==> src/rtl/apu_length_counter_bank.sv <==
// apu_length_counter_bank
//   A bank of independent length counters. Each channel owns a down-counter,
//   a pending-reload flag and a latched table index. A CPU write arms a
//   reload. The reload is applied on the next half-frame tick, or on the
//   same tick if the write and the tick coincide. Otherwise each tick
//   decrements the count unless the channel is halted.
//
// Ports
//   clk           system clock, rising edge
//   rst_l         asynchronous active-low reset
//   cpu_clk_en    qualifies load writes
//   half_clk_en   half-frame tick from the frame sequencer
//   load          length-load write strobe
//   load_ch       channel targeted by load; values >= NUM_CH are ignored
//   load_idx      length table index (0..31)
//   halt          per-channel halt flag
//   enable        per-channel enable mask; a low bit clears that channel
//   non_zero      per-channel (count != 0)
//   count_o       flattened counts, channel i at [i*CNT_W +: CNT_W]
//   any_non_zero  OR of non_zero
module apu_length_counter_bank #(
    parameter int NUM_CH = 4,
    parameter int CNT_W  = 8,
    parameter int CH_W   = 2
) (
    input  logic                    clk,
    input  logic                    rst_l,
    input  logic                    cpu_clk_en,
    input  logic                    half_clk_en,
    input  logic                    load,
    input  logic [CH_W-1:0]         load_ch,
    input  logic [4:0]              load_idx,
    input  logic [NUM_CH-1:0]       halt,
    input  logic [NUM_CH-1:0]       enable,
    output logic [NUM_CH-1:0]       non_zero,
    output logic [NUM_CH*CNT_W-1:0] count_o,
    output logic                    any_non_zero
);

    function automatic logic [7:0] length_lut(input logic [4:0] idx);
        logic [7:0] val;
        case (idx)
            5'd0:  val = 8'd10;   5'd1:  val = 8'd254;
            5'd2:  val = 8'd20;   5'd3:  val = 8'd2;
            5'd4:  val = 8'd40;   5'd5:  val = 8'd4;
            5'd6:  val = 8'd80;   5'd7:  val = 8'd6;
            5'd8:  val = 8'd160;  5'd9:  val = 8'd8;
            5'd10: val = 8'd60;   5'd11: val = 8'd10;
            5'd12: val = 8'd14;   5'd13: val = 8'd12;
            5'd14: val = 8'd26;   5'd15: val = 8'd14;
            5'd16: val = 8'd12;   5'd17: val = 8'd16;
            5'd18: val = 8'd24;   5'd19: val = 8'd18;
            5'd20: val = 8'd48;   5'd21: val = 8'd20;
            5'd22: val = 8'd96;   5'd23: val = 8'd22;
            5'd24: val = 8'd192;  5'd25: val = 8'd24;
            5'd26: val = 8'd72;   5'd27: val = 8'd26;
            5'd28: val = 8'd16;   5'd29: val = 8'd28;
            5'd30: val = 8'd32;   default: val = 8'd30;
        endcase
        return val;
    endfunction

    for (genvar i = 0; i < NUM_CH; i++) begin : g_ch
        logic [CNT_W-1:0] count;
        logic             pending;
        logic [4:0]       idx;
        logic             wr;

        // load_ch values beyond the last channel never match any i.
        assign wr = cpu_clk_en & load & (load_ch == CH_W'(i)) & enable[i];

        always_ff @(posedge clk or negedge rst_l) begin
            if (!rst_l) begin
                count   <= '0;
                pending <= 1'b0;
                idx     <= '0;
            end else if (!enable[i]) begin
                // Disabled channels are held cleared every edge, unqualified.
                count   <= '0;
                pending <= 1'b0;
            end else if (wr && half_clk_en) begin
                count   <= CNT_W'(length_lut(load_idx));
                pending <= 1'b0;
                idx     <= load_idx;
            end else if (wr) begin
                pending <= 1'b1;
                idx     <= load_idx;
            end else if (half_clk_en) begin
                if (pending) begin
                    // Reload ignores halt.
                    count   <= CNT_W'(length_lut(idx));
                    pending <= 1'b0;
                end else if (!halt[i] && count != '0) begin
                    count <= count - 1'b1;
                end
            end
        end

        assign non_zero[i]              = (count != '0);
        assign count_o[i*CNT_W +: CNT_W] = count;
    end

    assign any_non_zero = |non_zero;

endmodule
==> config.mk <==
export PLATFORM = sky130hd
export DESIGN_NAME = apu_length_counter_bank
export DESIGN_NICKNAME = d
export VERILOG_FILES = /design/src/rtl/apu_length_counter_bank.sv
export SDC_FILE = /design/constraint.sdc
export NUM_CORES = 1
export LEC_CHECK = 0
export CAP_MARGIN = 5
export CORE_MARGIN = 8
export CORE_UTILIZATION = 42
export DETAILED_ROUTE_END_ITERATION = 7
export HOLD_SLACK_MARGIN = 0.02
export PLACE_DENSITY = 0.72
export SYNTH_ARGS = -nofsm -noshare
export SYNTH_HDL_FRONTEND = slang
export SYNTH_SLANG_ARGS = --single-unit
==> constraint.sdc <==
create_clock -name clk -period 2.45 [get_ports clk]
set_clock_uncertainty 0.1 [all_clocks]
set_input_delay 0.3675 -clock clk [delete_from_list [all_inputs] [get_ports clk]]
set_output_delay 0.3675 -clock clk [all_outputs]
set_load 0.005 [all_outputs]
== Yosys cells after proc, flatten, opt, wreduce, memory -nomap -nowiden ==
Memory sizes are Yosys's and may differ from the RTL's.
Cells that the tools add are included.
Operators by class
  add/sub/neg operators: 4
  equal/unequal tests: 19
  mux-type cells: 45
  bitwise operators: 9
  reductions and logical operators: 30
Operators with widths (number)
  2-to-1 mux 8 bit: 24
  2-to-1 mux 5 bit: 8
  nonzero test 8 bit: 4
  subtractor 8 x 1 -> 8 bit, second input constant: 4
  inequality test 3 x 2 -> 1 bit, second input constant: 8
  inequality test 4 x 1 -> 1 bit, second input constant: 4
  inequality test 4 x 2 -> 1 bit, second input constant: 4
  2-to-1 mux 1 bit: 13
  AND reduction 3 bit: 4
  AND 1 bit: 9
  logical AND 1 bit: 8
  AND reduction 2 bit: 4
  nonzero test 2 bit: 4
  == test 2 bit, second input constant: 2
  zero test 1 bit: 4
  OR reduction 4 bit: 1
  == test 2 x 1 -> 1 bit, second input constant: 1
  zero test 2 bit: 1
Word-level totals
  register bits: 56
  ROM bits: 1792
  bits of input ports: 20
  output and inout bits: 37
  word-level logic and storage cells: 127
  memories: 8
Memories
  (no name shown): words 32, width 7, read ports 1, clocked after memory_dff 0, write ports 0, line 42  | case (idx)
  (no name shown): words 32, width 7, read ports 1, clocked after memory_dff 0, write ports 0, line 42
  (no name shown): words 32, width 7, read ports 1, clocked after memory_dff 0, write ports 0, line 42
  (no name shown): words 32, width 7, read ports 1, clocked after memory_dff 0, write ports 0, line 42
  (no name shown): words 32, width 7, read ports 1, clocked after memory_dff 0, write ports 0, line 42
  (no name shown): words 32, width 7, read ports 1, clocked after memory_dff 0, write ports 0, line 42
  +2 memories

== Longest topological paths before layout ==
  word-level depth: 8
  gate-level depth with buffers: 8
  depth with buffers taken out: 7

== Worst setup path after synthesis ==
Ideal clock, no wire load.
  path kind: flip-flop to output port
  start: register g_ch[0].count[0]
  end: output any_non_zero
  arrival: 1920 ps
  required time: 1982 ps
  setup slack: 62 ps
  stages on the path, launching flop included: 6
  buffers on the path: 0
  cell sequence: dfrtp_1 -> inv_1 -> ha_1 -> or3b_4 -> or3_4 -> or4_4
Between the ends
  word-level cells in the longest chain between the ends: 2
RTL lines
  from (decl): line 64  | logic [CNT_W-1:0] count;
  from (signal assigned): line 82  | count <= CNT_W'(length_lut(load_idx));
  from (signal assigned): line 91  | count <= CNT_W'(length_lut(idx));
  from (signal assigned): line 94  | count <= count - 1'b1;
  nonzero test 8 bit: line 99  | assign non_zero[i] = (count != '0);
  net non_zero[0]: line 35  | output logic [NUM_CH-1:0] non_zero,
  OR reduction 4 bit: line 103  | assign any_non_zero = |non_zero;
  to (decl): line 37  | output logic any_non_zero
The timed path passes the listed nets, and every way through them passes these cells.

== Worst setup path after layout ==
  start: register g_ch[0].count[1]
  end: output any_non_zero
Between the ends
  word-level cells in the longest chain between the ends: 2
RTL lines (line)
  nonzero test 8 bit: 99
  OR reduction 4 bit: 103
No other way between the ends.

==> results.md <==
- Outcome: finished, violations left
- Failing checks: negative setup slack
- Synth Area in XOR/XNOR: 2.98%
- Type of element launching the critical path: register
- Synth Area in Compound Gates: 29.9%
- Final net count: 817
- Flops & latches, synth: 56
- Worst-skew pair later-pin latency: 0.30 ns
- WP data required: 1.98 ns
- Worst slew margin: 56.5%
- IO Pins: 57
- Crit path capture type: output pin
- Worst-Margin Slew: 0.647 ns
- Final Setup Violations: 2
- Port Buf Inserts: 56
- Die area: 15,600 µm²
- Non-Filler Instances: 908
- Seq/Total Area, Yosys: 28.0%
- Starting Density: 42.3%
- CP arrival: 2.20 ns
- Worst setup margin: -0.218 ns
- Remaining DRCs: 0
- Fillers: 1,100
- Vias in the first global route: 5,063
- RD Place Congestion: 0.900
- PwrDens: 884 nW/µm²
- Diodes inserted: 0
- Top FF cell, synth: dfrtp_1
- Pwr Total: 5.84 mW
- Detail Route Antenna Nets: 0
- Largest net degree at the start of global routing: 57
- Post-synth cell types: 72
- Total core area: 11,800 µm²
- TritonCTS clock tree: built
- Critical path class: register to output pin
- Synth Area in Adders: 9.26%
- Total Wirelength: 15.2 mm
- Chip height: 125 µm
- Clk slew on worst S/H paths: 0.07 ns
- Post-synthesis cell count: 631
- First-pass GRT wire length: 25.4 mm
- Max-slew violation count: 0
- Cells after DPL: 889
- RSZ-0062 raised after global routing: yes
- Hold WC Path Type: register to register
- CTS max path bufs: 2
- Core Util, Final: 55.9%
- CP max FO: 2
- Clock Tree Root: clkbuf_16
- Post-Place Worst Slack: -0.366 ns
- Vias per inst: 5.82
- Count of final hold-check violations: 0
- DRT iter0 DRCs: 534
- Die W: 125 µm
- Num CTS Buffers: 5
- Via count: 5,285
- Initial antenna violation count: 0
- Leak pwr: 2.91 nW
- Dpl hpwl: 11.5 mm
- # rows: 40
- Final period util: 109%
- Fraction of layout cells with a size suffix above 1: 17.2%
- Syn. warnings: 0
- WL/cell: 16.7 µm
- Initial DRT Pass Iterations: 5
- GRT Util Overall: 19.2%
- Gr ovfl total: 0
- Cell Area, Synth: 5000 µm²
- H-tree Lvls: 2
- Mux cell area share after synthesis: 1.25%
- VDD IR max: 0.318 mV
- Avg Inst Size Synth: 7.92 µm²
- Synth-to-Final Area Change: 32.2%
- Post-synth EDFFs: 0
- Synth async-reset ratio: 100%
- Achievable Freq: 375 MHz
- Synth Area in Simple Gates: 22.7%
- Post-Syn Nets: 688
- Hold_ws: 0.451 ns
- Main combinational cell family by area after synthesis: compound AO/OA/AOI/OAI gates
- Tmin final: 2.67 ns
- Max_cap viols: 0
- Num Clock Sinks: 56
[flip-flops by register name, indices dropped and copies added (netlist names)]
signal,cells
g_ch.count,32
g_ch.idx,20
g_ch.pending,4
[logic make-up (layout without fill, tap and decap cells)]
logic type / count (synthesis) / in the layout
AOI/OAI and AO/OA: 224 / 224
adders and majority gates: 37 / 37
DFF: 56 / 56
and+or+nand+nor: 216 / 216
xor gates and xnor gates: 17 / 17
buffers and inverters: 76 / 206
muxes: 5 / 5
[cells in the mapped netlist, drive strengths merged, types with 10 or more instances]
library cell | instances | area share (%)
nor2 | 34 | 2.6
o211ai | 14 | 2.1
nand3 | 20 | 2.0
a21oi | 38 | 3.8
clkbuf | 33 | 2.5
ha | 37 | 9.3
nand2 | 66 | 5.0
nor3 | 14 | 1.4
inv | 36 | 2.7
a31oi | 14 | 1.8
or3 | 10 | 1.4
xnor2 | 11 | 1.9
o21ai | 63 | 6.4
nand2b | 15 | 1.9
dfrtp | 56 | 28
nor2b | 15 | 1.9
o22ai | 10 | 1.3
[layout make-up]
| class | instances | area (µm²) | area share (%) |
|---|---|---|---|
| timing repair buffer | 161 | 1380 | 20.8 |
| sequential | 56 | 1400 | 21.2 |
| inverter | 37 | 139 | 2.10 |
| tap | 147 | 184 | 2.78 |
| multi-input combinational | 499 | 3340 | 50.6 |
| clock buffer | 6 | 129 | 1.95 |
| clock inverter | 2 | 35.0 | 0.530 |
[cells in the final DEF, fill, tap and decap left out, types with 20 or more instances in the layout]
master,n
buf_4,100
nand2_1,66
dfrtp_1,56
o21ai_0,53
clkdlybuf4s50_1,53
a21oi_1,38
ha_1,36
nor2_1,34
inv_1,33
nand3_1,20
[repair_timing]
item,CTS,global route
setup buffers,6,4
pin swaps,5,2
hold buffers,1,0
resized for setup,13,6
endpoints found under the hold margin,56,0
endpoints found under the setup margin,3,4
[per-layer routing]
| metal | vias to the layer above | track usage (%) | part of all wire, % |
|---|---|---|---|
| met4 | 0 | 6.23 | 1.7 |
| met3 | 20 | 3.19 | 5.1 |
| met5 | - | 0 | 0 |
| met1 | 2512 | 24.1 | 45 |
| met2 | 167 | 33.0 | 48 |
| li1 | 2586 | - | - |
[stage by stage]
step,TNS [ns],instance area [µm²]
2_1_floorplan,0,5000
3_3_place_gp,-0.699,6310
3_5_place_dp,-1.26,6310
4_1_cts,-0.319,6560
5_1_grt,-0.464,6610
6_report,-0.351,6610
[critical path: stages, from the launching register on]
cell     delay [ns]
dfrtp_1        0.39
inv_2          0.09
ha_4           0.13
or3b_4         0.37
or3_4          0.36
or4_4          0.42
buf_6          0.13
[final timing paths]
check                      slack, ns  cells after the start        startpoint               end
min in group asynchronous       0.49                      3             rst_l  g_ch[2].count[2]
min                             0.45                      2  g_ch[1].count[0]  g_ch[1].count[0]
max in group asynchronous       1.48                      3             rst_l  g_ch[1].count[1]
max reg2reg                     0.07                      9  g_ch[0].count[1]  g_ch[0].count[3]
min reg2reg                     0.45                      2  g_ch[1].count[0]  g_ch[1].count[0]
max                            -0.22                      6  g_ch[0].count[1]      any_non_zero
[power by group]
| group | total, mW | leakage [nW] | internal (mW) | switching, mW |
|---|---|---|---|---|
| Combinational | 3.50 | 2.10 | 1.90 | 1.60 |
| Sequential | 1.50 | 0.729 | 1.17 | 0.336 |
| Clock | 0.835 | 0.0808 | 0.483 | 0.353 |
(Power assumes the default switching activity.)
